**src/rtl/tpu_slot_timer.sv**
```systemverilog
`default_nettype none
// ==========================================================================
// tpu_slot_timer : TIME-driven slot/frame counter with periodic timer IRQ
// Rev 1.0
// ==========================================================================
module tpu_slot_timer #(
  parameter int TICKS_PER_SLOT = 16,
  parameter int NUM_SLOTS      = 256
) (
  input  logic        SYS_CLK,
  input  logic        RST,
  input  logic        RSTTPU,
  input  logic        TIME,
  input  logic        TXSLOT_EN,
  input  logic        RXSLOT_EN,
  input  logic        TIMERINTMSK,
  input  logic [7:0]  TX_SLOT,
  input  logic [7:0]  RX_SLOT,
  input  logic [15:0] TIMER_INT_VALUE,
  input  logic        INT_CLR,
  output logic        TPUINT_RF,
  output logic [7:0]  SLOT_NUM,
  output logic        SLOT_START,
  output logic        FRAME_START,
  output logic        TX_ACTIVE,
  output logic        RX_ACTIVE
);

  localparam logic [7:0] TICK_MAX = 8'(TICKS_PER_SLOT - 1);
  localparam logic [7:0] SLOT_MAX = 8'(NUM_SLOTS - 1);

  logic        time_meta_q, time_sync_q, time_prev_q;
  logic        tick;
  logic        timer_evt;

  logic [7:0]  tick_cnt_q,    tick_cnt_d;
  logic [7:0]  slot_num_q,    slot_num_d;
  logic        slot_start_q,  slot_start_d;
  logic        frame_start_q, frame_start_d;
  logic        tx_active_q,   tx_active_d;
  logic        rx_active_q,   rx_active_d;
  logic [15:0] timer_cnt_q,   timer_cnt_d;
  logic        pend_q,        pend_d;

  // Synchronizer and edge register run through RSTTPU; only RST clears them.
  always_ff @(posedge SYS_CLK) begin
    if (RST) begin
      time_meta_q <= 1'b0;
      time_sync_q <= 1'b0;
      time_prev_q <= 1'b0;
    end else begin
      time_meta_q <= TIME;
      time_sync_q <= time_meta_q;
      time_prev_q <= time_sync_q;
    end
  end

  assign tick = time_sync_q & ~time_prev_q;

  always_comb begin
    tick_cnt_d    = tick_cnt_q;
    slot_num_d    = slot_num_q;
    slot_start_d  = 1'b0;
    frame_start_d = 1'b0;
    timer_cnt_d   = timer_cnt_q;
    timer_evt     = 1'b0;
    pend_d        = pend_q;

    // SLOT_NUM never exceeds NUM_SLOTS-1, so an out-of-range slot never matches.
    tx_active_d = TXSLOT_EN & (slot_num_q == TX_SLOT);
    rx_active_d = RXSLOT_EN & (slot_num_q == RX_SLOT);

    if (tick) begin
      if (tick_cnt_q == TICK_MAX) begin
        tick_cnt_d   = '0;
        slot_start_d = 1'b1;
        if (slot_num_q == SLOT_MAX) begin
          slot_num_d    = '0;
          frame_start_d = 1'b1;
        end else begin
          slot_num_d = slot_num_q + 8'd1;
        end
      end else begin
        tick_cnt_d = tick_cnt_q + 8'd1;
      end
    end

    // The >= compare reloads immediately if the period was lowered below the count.
    if (TIMER_INT_VALUE == 16'd0) begin
      timer_cnt_d = '0;
    end else if (tick) begin
      if (timer_cnt_q >= TIMER_INT_VALUE - 16'd1) begin
        timer_cnt_d = '0;
        timer_evt   = 1'b1;
      end else begin
        timer_cnt_d = timer_cnt_q + 16'd1;
      end
    end

    if (timer_evt && !TIMERINTMSK) begin
      pend_d = 1'b1;
    end else if (INT_CLR) begin
      pend_d = 1'b0;
    end
  end

  always_ff @(posedge SYS_CLK) begin
    if (RST || RSTTPU) begin
      tick_cnt_q    <= '0;
      slot_num_q    <= '0;
      slot_start_q  <= 1'b0;
      frame_start_q <= 1'b0;
      tx_active_q   <= 1'b0;
      rx_active_q   <= 1'b0;
      timer_cnt_q   <= '0;
      pend_q        <= 1'b0;
    end else begin
      tick_cnt_q    <= tick_cnt_d;
      slot_num_q    <= slot_num_d;
      slot_start_q  <= slot_start_d;
      frame_start_q <= frame_start_d;
      tx_active_q   <= tx_active_d;
      rx_active_q   <= rx_active_d;
      timer_cnt_q   <= timer_cnt_d;
      pend_q        <= pend_d;
    end
  end

  assign TPUINT_RF   = pend_q;
  assign SLOT_NUM    = slot_num_q;
  assign SLOT_START  = slot_start_q;
  assign FRAME_START = frame_start_q;
  assign TX_ACTIVE   = tx_active_q;
  assign RX_ACTIVE   = rx_active_q;

endmodule
`default_nettype wire

```
**config.mk**
```make
export PLATFORM = sky130hd
export DESIGN_NAME = tpu_slot_timer
export DESIGN_NICKNAME = d
export VERILOG_FILES = /design/src/rtl/tpu_slot_timer.sv
export SDC_FILE = /design/constraint.sdc
export NUM_CORES = 1
export LEC_CHECK = 0
export ABC_CLOCK_PERIOD_IN_PS = 7270
export BUFFER_PORTS_ARGS = -buffer_cell sky130_fd_sc_hd__buf_2
export CORE_ASPECT_RATIO = 1.5
export CORE_MARGIN = 3
export CORE_UTILIZATION = 59
export DETAILED_ROUTE_END_ITERATION = 6
export PLACE_DENSITY = 0.86
export SLEW_MARGIN = 10
export SYNTH_ARGS = -nofsm -noshare
export SYNTH_HDL_FRONTEND = slang
export SYNTH_SLANG_ARGS = --single-unit
```
**constraint.sdc**
```tcl
create_clock -name SYS_CLK -period 7.27 [get_ports SYS_CLK]
set_input_delay 0.3635 -clock SYS_CLK [delete_from_list [all_inputs] [get_ports SYS_CLK]]
set_output_delay 0.3635 -clock SYS_CLK [all_outputs]
set_load 0.03 [all_outputs]
```
* Word level (Yosys, flattened, before mapping)
Index checks and enable logic that the tools add are counted.
** Operators by class
- Add/subtract/negate cells :: 4
- Multipliers :: 0
- Div/mod/pow operators :: 0
- Order comparisons :: 1
- Eq/ne operators :: 4
- Shifts and indexed selects :: 0
- Muxes and demuxes :: 10
- Bitwise operators :: 6
- Reductions and logical operators :: 9
** Operators by type and width (number)
- 16-bit by 1-bit adder with 16-bit output, second input constant :: 1
- 8-bit by 1-bit adder with 8-bit output, second input constant :: 2
- 8-bit == test :: 2
- 16-bit greater-or-equal comparator :: 1
- 16-bit logical NOT :: 1
- 16-bit 2-to-1 mux :: 1
- 8-bit 2-to-1 mux :: 2
- 16-bit by 1-bit subtractor with 16-bit output, second input constant :: 1
- 8-bit by 4-bit == test with 1-bit output, second input constant :: 1
- 8-bit == test, second input constant :: 1
- 1-bit 2-to-1 mux :: 7
- 2-bit OR reduction :: 2
- 1-bit bitwise AND :: 3
- 1-bit NOT :: 3
- 3-bit OR reduction :: 1
- 2-bit AND reduction :: 1
- 2-bit nonzero test :: 1
- 1-bit logical AND :: 1
- 1-bit logical NOT :: 1
- 1-bit logical OR :: 1
** Word-level totals
- Register bits :: 40
- Bits in latches :: 0
- Memory bits (writable) :: 0
- Memory bits (read-only) :: 0
- Bits of input ports :: 40
- Output and inout port bits :: 13
- Word-level logic and storage cells :: 45
- Memories :: 0

* Longest topological paths before layout
Gate-level depths: netlist of run 1.
- Depth after elaboration :: 7
- Depth in mapped cells :: 13
- Mapped depth without buffers :: 11

* Least setup slack after synthesis of run 1
OpenSTA, ideal clock, no wires.
- Kind :: input-to-reg
- Start point :: in TIMER_INT_VALUE[7]
- End point :: reg timer_cnt_q[1]
- Setup time :: 0.131 ns
- Arrival time :: 3.266 ns
- Required time :: 7.139 ns
- Path slack :: 3.873 ns
- Cell stages on the path :: 11
- Buffers on the path :: 1
- Path through :: or4_2 > nand2b_2 > nor4_1 > xnor2_1 > ha_1 > nand4_1 > nor3_1 > o311ai_0 > a31oi_1 > clkbuf_1 > nor3b_1
** Between the ends
- Longest elaborated chain between the ends :: 3
- Elaborated cells between the ends (all ways) :: 5
- Classes of those cells :: add/sub (1); order compare (1); mux (1); reduce/logical (2)
** Ends and longest elaborated chain
- from (decl) :: RTL line 19 : input logic [15:0] TIMER_INT_VALUE,
- 16-bit by 1-bit subtractor with 16-bit output :: RTL line 92 : if (timer_cnt_q >= TIMER_INT_VALUE - 16'd1) begin
- 16-bit greater-or-equal comparator :: RTL line 92
- 16-bit 2-to-1 mux :: RTL line 92
- to (signal assigned) :: RTL line 124 : timer_cnt_q <= timer_cnt_d;
- to (decl) :: RTL line 42 : logic [15:0] timer_cnt_q, timer_cnt_d;
Several ways; a longest one is shown, not always the timed one.
A chain may end at the register's enable or synchronous reset.

* Final worst setup path of run 1
- Start point :: in TIMER_INT_VALUE[7]
- End point :: reg pend_q, in the netlist TPUINT_RF
** Between the ends
- Longest elaborated chain between the ends :: 7
- Elaborated cells between the ends (all ways) :: 9
- Classes of those cells :: add/sub (1); order compare (1); mux (4); reduce/logical (3)
** Ends and longest elaborated chain
- 16-bit by 1-bit subtractor with 16-bit output :: RTL line 92
- 16-bit greater-or-equal comparator :: RTL line 92
- 1-bit 2-to-1 mux :: RTL line 92
- 1-bit 2-to-1 mux :: RTL line 91 : end else if (tick) begin
- 1-bit 2-to-1 mux * :: RTL line 89 : if (TIMER_INT_VALUE == 16'd0) begin
- 1-bit logical AND * :: RTL line 100 : if (timer_evt && !TIMERINTMSK) begin
- 1-bit 2-to-1 mux / 2-bit nonzero test (equally long branches)
- to (signal assigned) :: RTL line 125 : pend_q <= pend_d;
- to (decl) :: RTL line 43 : logic pend_q, pend_d;
Mark *: on every way between the ends. The rest lies on a longest branch, timed or not.

==> qor_table.md, run 1 <==
| Parameter | Reported |
|:---|:---|
| Outcome | finished, final reports clean |
| Flip-flop cell with the highest count after synthesis | dfxtp_1 |
| Mean instance size in the synthesized netlist | 8.40 um^2 |
| Commonest cells in the synthesized netlist | xnor2_1, dfxtp_1, nor2_1 |
| Final nets | 409 |
| Post-CTS Resized | 0 |
| Core Region | 4030 um^2 |
| First-pass iteration count of the detailed router | 4 |
| Post-route antenna net violation count | 0 |
| Number of hold buffers added after CTS | 0 |
| Most area-hungry cell type in the Yosys netlist | dfxtp_1 |
| Number of failing hold endpoints at the final stage | 0 |
| Synth Instances | 300 |
| Static power due to leakage | 1.14 nW |
| Top cells by area, synth | dfxtp_1, xnor2_1, ha_1 |
| Post-Syn Nets | 360 |
| Wire length of the first global-routing pass | 9.54 mm |
| Rows | 28 |
| Post-CTS setup-driven buffer insertion count | 0 |
| Area share of the leading cell type in the synthesized netlist | 31.8% |
| Initial standard-cell utilization of the core | 62.5% |
| Initial antenna violation count | 0 |
| Worst-margin pin slew | 0.565 ns |
| Shortest period the worst path allows | 3.22 ns |
| Number of buffers on the longest clock path | 2 |
| Area grow syn2layout | 16.0% |
| Root Driver | clkbuf_8 |
| Number of sinks handled by clock tree synthesis | 40 |
| Source-to-sink clock delay at the later pin of the worst-skew pair | 0.29 ns |
| Accumulated negative setup slack | 0 ns |
| Util after Layout | 72.5% |
| CTS HTree Levels | 2 |
| Die Span Y | 86.0 um |
| Overall overflow remaining after global route | 0 |
| Unrepaired setup endpoints after global routing | no |
| Number of storage elements in the synthesis netlist | 40 |
| Max Clk Rate | 0.310 GHz |
| Overall power consumption | 0.000472 W |
| Antenna Cells | 0 |
| Startpoint type of the worst setup path | input port |
| TritonCTS clock tree | built |
| Worst VDD drop | 0.000197 V |
| Ratio of routed vias to standard cells | 5.70 |
| Setup crit end kind | flop |
| Routed len/inst | 14.3 um |
| Area enclosed by the die boundary | 5110 um^2 |
| Horizontal extent of the die | 59.4 um |
| Number of distinct library cell variants in the gate-level netlist after synthesis | 40 |
| Summed instance area of the synthesized netlist | 2520 um^2 |
| PortBufs | 52 |
| Max Cap Violations | 0 |
| Finish-stage setup viols | 0 |
| RD Place Congestion | 0.825 |
| Crit Path Category | input port to flop |
| Clk_skew | 0.00239 ns |
| Power Dens Cells | 161 nW/um^2 |
| Placed instance count | 387 |
| Class of the worst hold path | input port to flop |
| Iter 0 DRT Violations | 49 |
| Fraction of the yosys area taken by sequential cells | 31.8% |
| Overall routed net length | 5.64 mm |
| Crit path required time | 7.51 ns |
| Non-filler instance count after layout | 394 |
| Asr flop ratio synth | 0% |
| Warnings, synthesis | 0 |
| Top-count cell post-synth | xnor2_1 |
| HPWL after detailed placement | 4.46 mm |
| I/O Pins | 53 |
| Slew Limit Headroom | 62.3% |
| Clk slew on worst S/H paths | 0.07 ns |
| DRC | 0 |
| Final number of max-transition violations | 0 |
| Via count of the first global-routing pass | 2245 |
| Post-route fraction of the period consumed by the critical path | 44.3% |
| Total Routing Usage GR | 24.1% |
| Critical Path Fanout Max | 16 |
| Pin count of the biggest net entering global routing | 19 |
| TritonCTS Buffers | 5 |
| Ratio of cells with drive above 1 in the final layout | 20.3% |
| Count of flip-flops with a built-in enable after synthesis | 0 |
| Worst hold slack | 0.282 ns |
| Total number of vias | 2244 |
| CP arrival | 3.46 ns |
-- stage by stage --
stage / cell area (um^2) / setup WS [ns]
4_1_cts: 2920 / 4.06
6_report: 2920 / 4.05
3_5_place_dp: 2790 / 3.84
5_1_grt: 2920 / 3.85
3_3_place_gp: 2790 / 3.91
2_1_floorplan: 2520 / 3.87
-- worst max-delay path, stage by stage --
cell      delay (ns)
buf_2           0.12
or4_2           0.71
nand2b_2        0.24
nor4_1          0.31
xnor2_1         0.11
ha_1            0.29
nand4_1         0.15
nor3_1          0.29
o311ai_0        0.24
a31oi_1         0.22
buf_4           0.24
a31o_2          0.17
-- cells by family after synthesis --
group	Yosys count	synth area share, %
AND/OR/NAND/NOR	148	30.6
XOR/XNOR	58	20.2
flip-flops	40	31.8
adder cells (fa/ha/maj)	20	9.93
buffers and inverters	17	2.88
AO/OA/AOI/OAI	16	4.27
multiplexers	1	0.397
-- layout make-up --
class	count	area (um^2)
sequential	40	801
clock inverter	2	60.1
timing repair buffer	53	268
clock buffer	5	68.8
inverter	6	22.5
fill	333	1110
tap	45	56.3
multi-input combinational	243	1650
-- sequential cells by signal (all words and copies together) (netlist names) --
| signal | count |
|---|---|
| SLOT_NUM | 8 |
| SLOT_START | 1 |
| time_meta_q | 1 |
| tick_cnt_q | 8 |
| time_prev_q | 1 |
| TPUINT_RF | 1 |
| RX_ACTIVE | 1 |
| TX_ACTIVE | 1 |
| FRAME_START | 1 |
| timer_cnt_q | 16 |
| time_sync_q | 1 |
-- worst paths after layout --
check / start / end / slack, ns / cells past startpoint
setup / recovery: TIMER_INT_VALUE[7] / TPUINT_RF / 4.05 / 12
hold / removal: RST / time_prev_q / 0.28 / 2
setup reg to reg: timer_cnt_q[1] / TPUINT_RF / 5.03 / 7
hold reg to reg: time_meta_q / time_sync_q / 0.45 / 1
-- routing by layer --
layer / track usage, % / wire [um] / up-vias
li1: - / - / 1126
met3: 4.52 / 281 / 12
met1: 23.6 / 2100 / 1039
met4: 10.9 / 153 / 0
met5: 0 / 0 / -
met2: 46.0 / 3110 / 67
-- placed cells by master (no fill, tap or decap), types with 3 or more instances in the layout --
cell      Yosys  layout
ha_1         20      20
xnor2_1      50      50
nor3b_1       7       7
dfxtp_1      40      40
nor2b_1       7       7
inv_1         6       6
nand3_1      16      16
nand2_1      33      33
a21oi_1       6       6
nand4_1       8       8
nor2_1       38      38
nor3_1       13      13
nor4_1        5       5
buf_2         1      52
xor2_1        8       8
and3_1        3       3
clkbuf_8      0       5
-- where the power goes --
part / internal (W) / switching [W] / leakage [nW]
combinational: 0.0000206 / 0.0000209 / 0.750
clock: 0.000135 / 0.0000745 / 0.0642
sequential: 0.000220 / 0.000000810 / 0.323
total: 0.000376 / 0.0000962 / 1.14
Note: power is estimated with default switching activity, not from simulation.
==> run 2: changes to the inputs <==
- ABC_CLOCK_PERIOD_IN_PS: 7270 -> 3100
- CORE_UTILIZATION: 59 -> 55
- PLACE_DENSITY: 0.86 -> 0.81
- clock period: 7.27 -> 3.1 ns (I/O delays scaled with it)
==> run 2 against run 1 <==
Compared with the run above: sequential share of layout area fell by 0.11 points; count of clock-buffer cells in the layout rose by 3; design area rose by 0.39%; worst hold slack got worse by 0.22 ns; clock power rose by 70%; sequential power rose by 130%; worst setup slack got worse by 3.8 ns; global-route usage fell by 0.96 points; die area rose by 6.6%; clock skew rose by 0.0050 ns; core utilization fell by 4.6 points; critical path type unchanged.
==> qor_table.md, run 2 (synthesis gave the netlist of run 1 again) <==
| Parameter | Reported | Delta |
|:---|:---|:---|
| Outcome | finished, final reports clean |  |
| Critical Path Fanout Max | 12 | -4 |
| Overall overflow remaining after global route | 0 | unchanged |
| First-pass iteration count of the detailed router | 6 | +2 |
| Area enclosed by the die boundary | 5450 um^2 | +6.6% |
| Least setup slack across all paths after layout | 0.224 ns | -3.82 ns |
| TritonCTS clock tree | built |  |
| Ratio of cells with drive above 1 in the final layout | 21.7% | +1.3 points |
| HPWL after detailed placement | 4.47 mm | +0.29% |
| Filler Cells Inserted | 379 | +14% |
| Core Region | 4320 um^2 | +7.2% |
| Number of sinks handled by clock tree synthesis | 40 | unchanged |
| Antenna Cells | 0 | unchanged |
| Wire length of the first global-routing pass | 9.43 mm | -1.1% |
| Initial standard-cell utilization of the core | 58.4% | -4.2 points |
| Number of failing hold endpoints at the final stage | 0 | unchanged |
| Root Driver | clkbuf_8 |  |
| Final nets | 414 | +1.2% |
| Startpoint type of the worst setup path | input port |  |
| TritonCTS Buffers | 5 | unchanged |
| Crit path required time | 3.28 ns | -4.23 ns |
| Total Routing Usage GR | 23.1% | -0.96 points |
| Worst hold slack | 0.0629 ns | -0.220 ns |
| Horizontal extent of the die | 61.3 um | +3.2% |
| CP arrival | 3.06 ns | -0.40 ns |
| Shortest period the worst path allows | 2.88 ns |  |
| Worst setup timing slack at the placement stage | -0.0970 ns | -3.94 ns |
| Max FFs per register | 16 | unchanged |
| Post-route antenna net violation count | 0 | unchanged |
| Static power due to leakage | 1.14 nW | +0.63% |
| I/O Pins | 53 | unchanged |
| Register with the highest flop count | timer_cnt_q |  |
| Overall power consumption | 0.000973 W | +110% |
| Slew Limit Headroom | 60.0% | -2.2 points |
| Design Area, Final | 2930 um^2 | +0.39% |
| Finish-stage setup viols | 0 | unchanged |
| Most used cells in the layout excluding fill and tap cells | buf_2, xnor2_1, dfxtp_1 |  |
| Number of hold buffers added after CTS | 0 | unchanged |
| Max Cap Violations | 0 | unchanged |
| Crit Path Category | input port to flop |  |
| Routed len/inst | 14.1 um | -1.6% |
| Final number of max-transition violations | 0 | unchanged |
| Ratio of routed vias to standard cells | 5.57 | -2.1% |
| Die Span Y | 88.9 um | +3.3% |
| Area occupied by multi-input gates | 1660 um^2 | +0.68% |
| Via count of the first global-routing pass | 2194 | -2.3% |
| Cell area after placement | 2830 um^2 | +1.3% |
| Sequential cell area | 801 um^2 | unchanged |
| Initial antenna violation count | 0 | unchanged |
| Post-route fraction of the period consumed by the critical path | 92.8% |  |
| Unrepaired setup endpoints after global routing | no |  |
| Total number of vias | 2235 | -0.40% |
| Power Dens Cells | 332 nW/um^2 | +110% |
| Class of the worst hold path | input port to flop |  |
| Area grow syn2layout | 16.4% |  |
| Worst VDD drop | 0.000270 V | +37% |
| Overall routed net length | 5.65 mm | +0.16% |
| Iter 0 DRT Violations | 48 | -2.0% |
| Source-to-sink clock delay at the later pin of the worst-skew pair | 0.29 ns | about the same |
| DRC | 0 | unchanged |
| Pin count of the biggest net entering global routing | 19 | unchanged |
| Max Clk Rate | 0.348 GHz |  |
| Clk slew on worst S/H paths | 0.08 ns | about the same |
| Clk_skew | 0.00736 ns | +0.00497 ns |
| Number of buffers on the longest clock path | 2 | unchanged |
| Commonest non-fill, non-tap cell in the layout | buf_2 |  |
| Setup crit end kind | flop |  |
| CTS HTree Levels | 2 | unchanged |
| RD Place Congestion | 0.835 | +1.2% |
| Worst-margin pin slew | 0.594 ns | +0.0293 ns |
| Rows | 29 | +3.6% |
| PortBufs | 52 | unchanged |
==> run 2: changes by cell type in the layout (fill, tap and decap cells not counted), sizes merged <==
cell / previous run / this run
clkbuf: 5 / 8
buf: 53 / 58
bufinv: 2 / 0
==> run 2: per-layer routing <==
layer / global-route usage [%] / wire length, um / share of wire, %
met5: 0 / 0 / 0
met4: 11.0 / 194 / 3.4
met3: 3.47 / 249 / 4.4
met2: 44.5 / 3110 / 55
met1: 22.9 / 2100 / 37
==> run 2: layout make-up <==
| cell class | instances | area share, % |
|---|---|---|
| inverters | 6 | 0.768 |
| flip-flops and latches | 40 | 27.3 |
| well taps | 46 | 1.96 |
| multi-input cells | 243 | 56.5 |
| clock buffers | 8 | 3.07 |
| repair buffers | 58 | 10.4 |
==> run 2: timing repair <==
| item | CTS | global route |
|---|---|---|
| buffers inserted | 0 | 1 |
| resized for setup | 0 | 1 |
| endpoints found under the setup margin | 0 | 12 |
==> run 2: power breakdown <==
group	switching (W)	leakage, nW	internal [W]
registers	0.00000193	0.323	0.000516
clock network	0.000174	0.0455	0.000182
logic	0.0000493	0.776	0.0000506
total	0.000225	1.14	0.000748
==> run 2: stage by stage <==
| step | setup TNS (ns) | util [%] | std cells |
|---|---|---|---|
| after floorplan | 0 | - | 300 |
| after global placement | -0.0182 | 65.6 | 392 |
| after detailed placement | -0.758 | 65.6 | 392 |
| after CTS | 0 | 67.7 | 400 |
| after global routing | 0 | 68.0 | 401 |
| final | 0 | 68.0 | 401 |
==> run 2: final timing paths <==
path / start / to / slack (ns) / cells after the start
setup / recovery: TIMER_INT_VALUE[7] / TPUINT_RF / 0.22 / 12
hold / removal: RST / time_sync_q / 0.06 / 2
setup reg to reg: timer_cnt_q[1] / TPUINT_RF / 0.94 / 7
hold reg to reg: time_meta_q / time_sync_q / 0.44 / 1
==> run 2: critical path: stages <==
cell      delay (ns)
buf_2           0.10
or4_2           0.71
nand2b_2        0.25
nor4_2          0.26
xnor2_1         0.16
ha_1            0.25
nand4_1         0.17
nor2_1          0.07
nor4_1          0.33
a31oi_1         0.16
buf_4           0.21
a31o_2          0.23
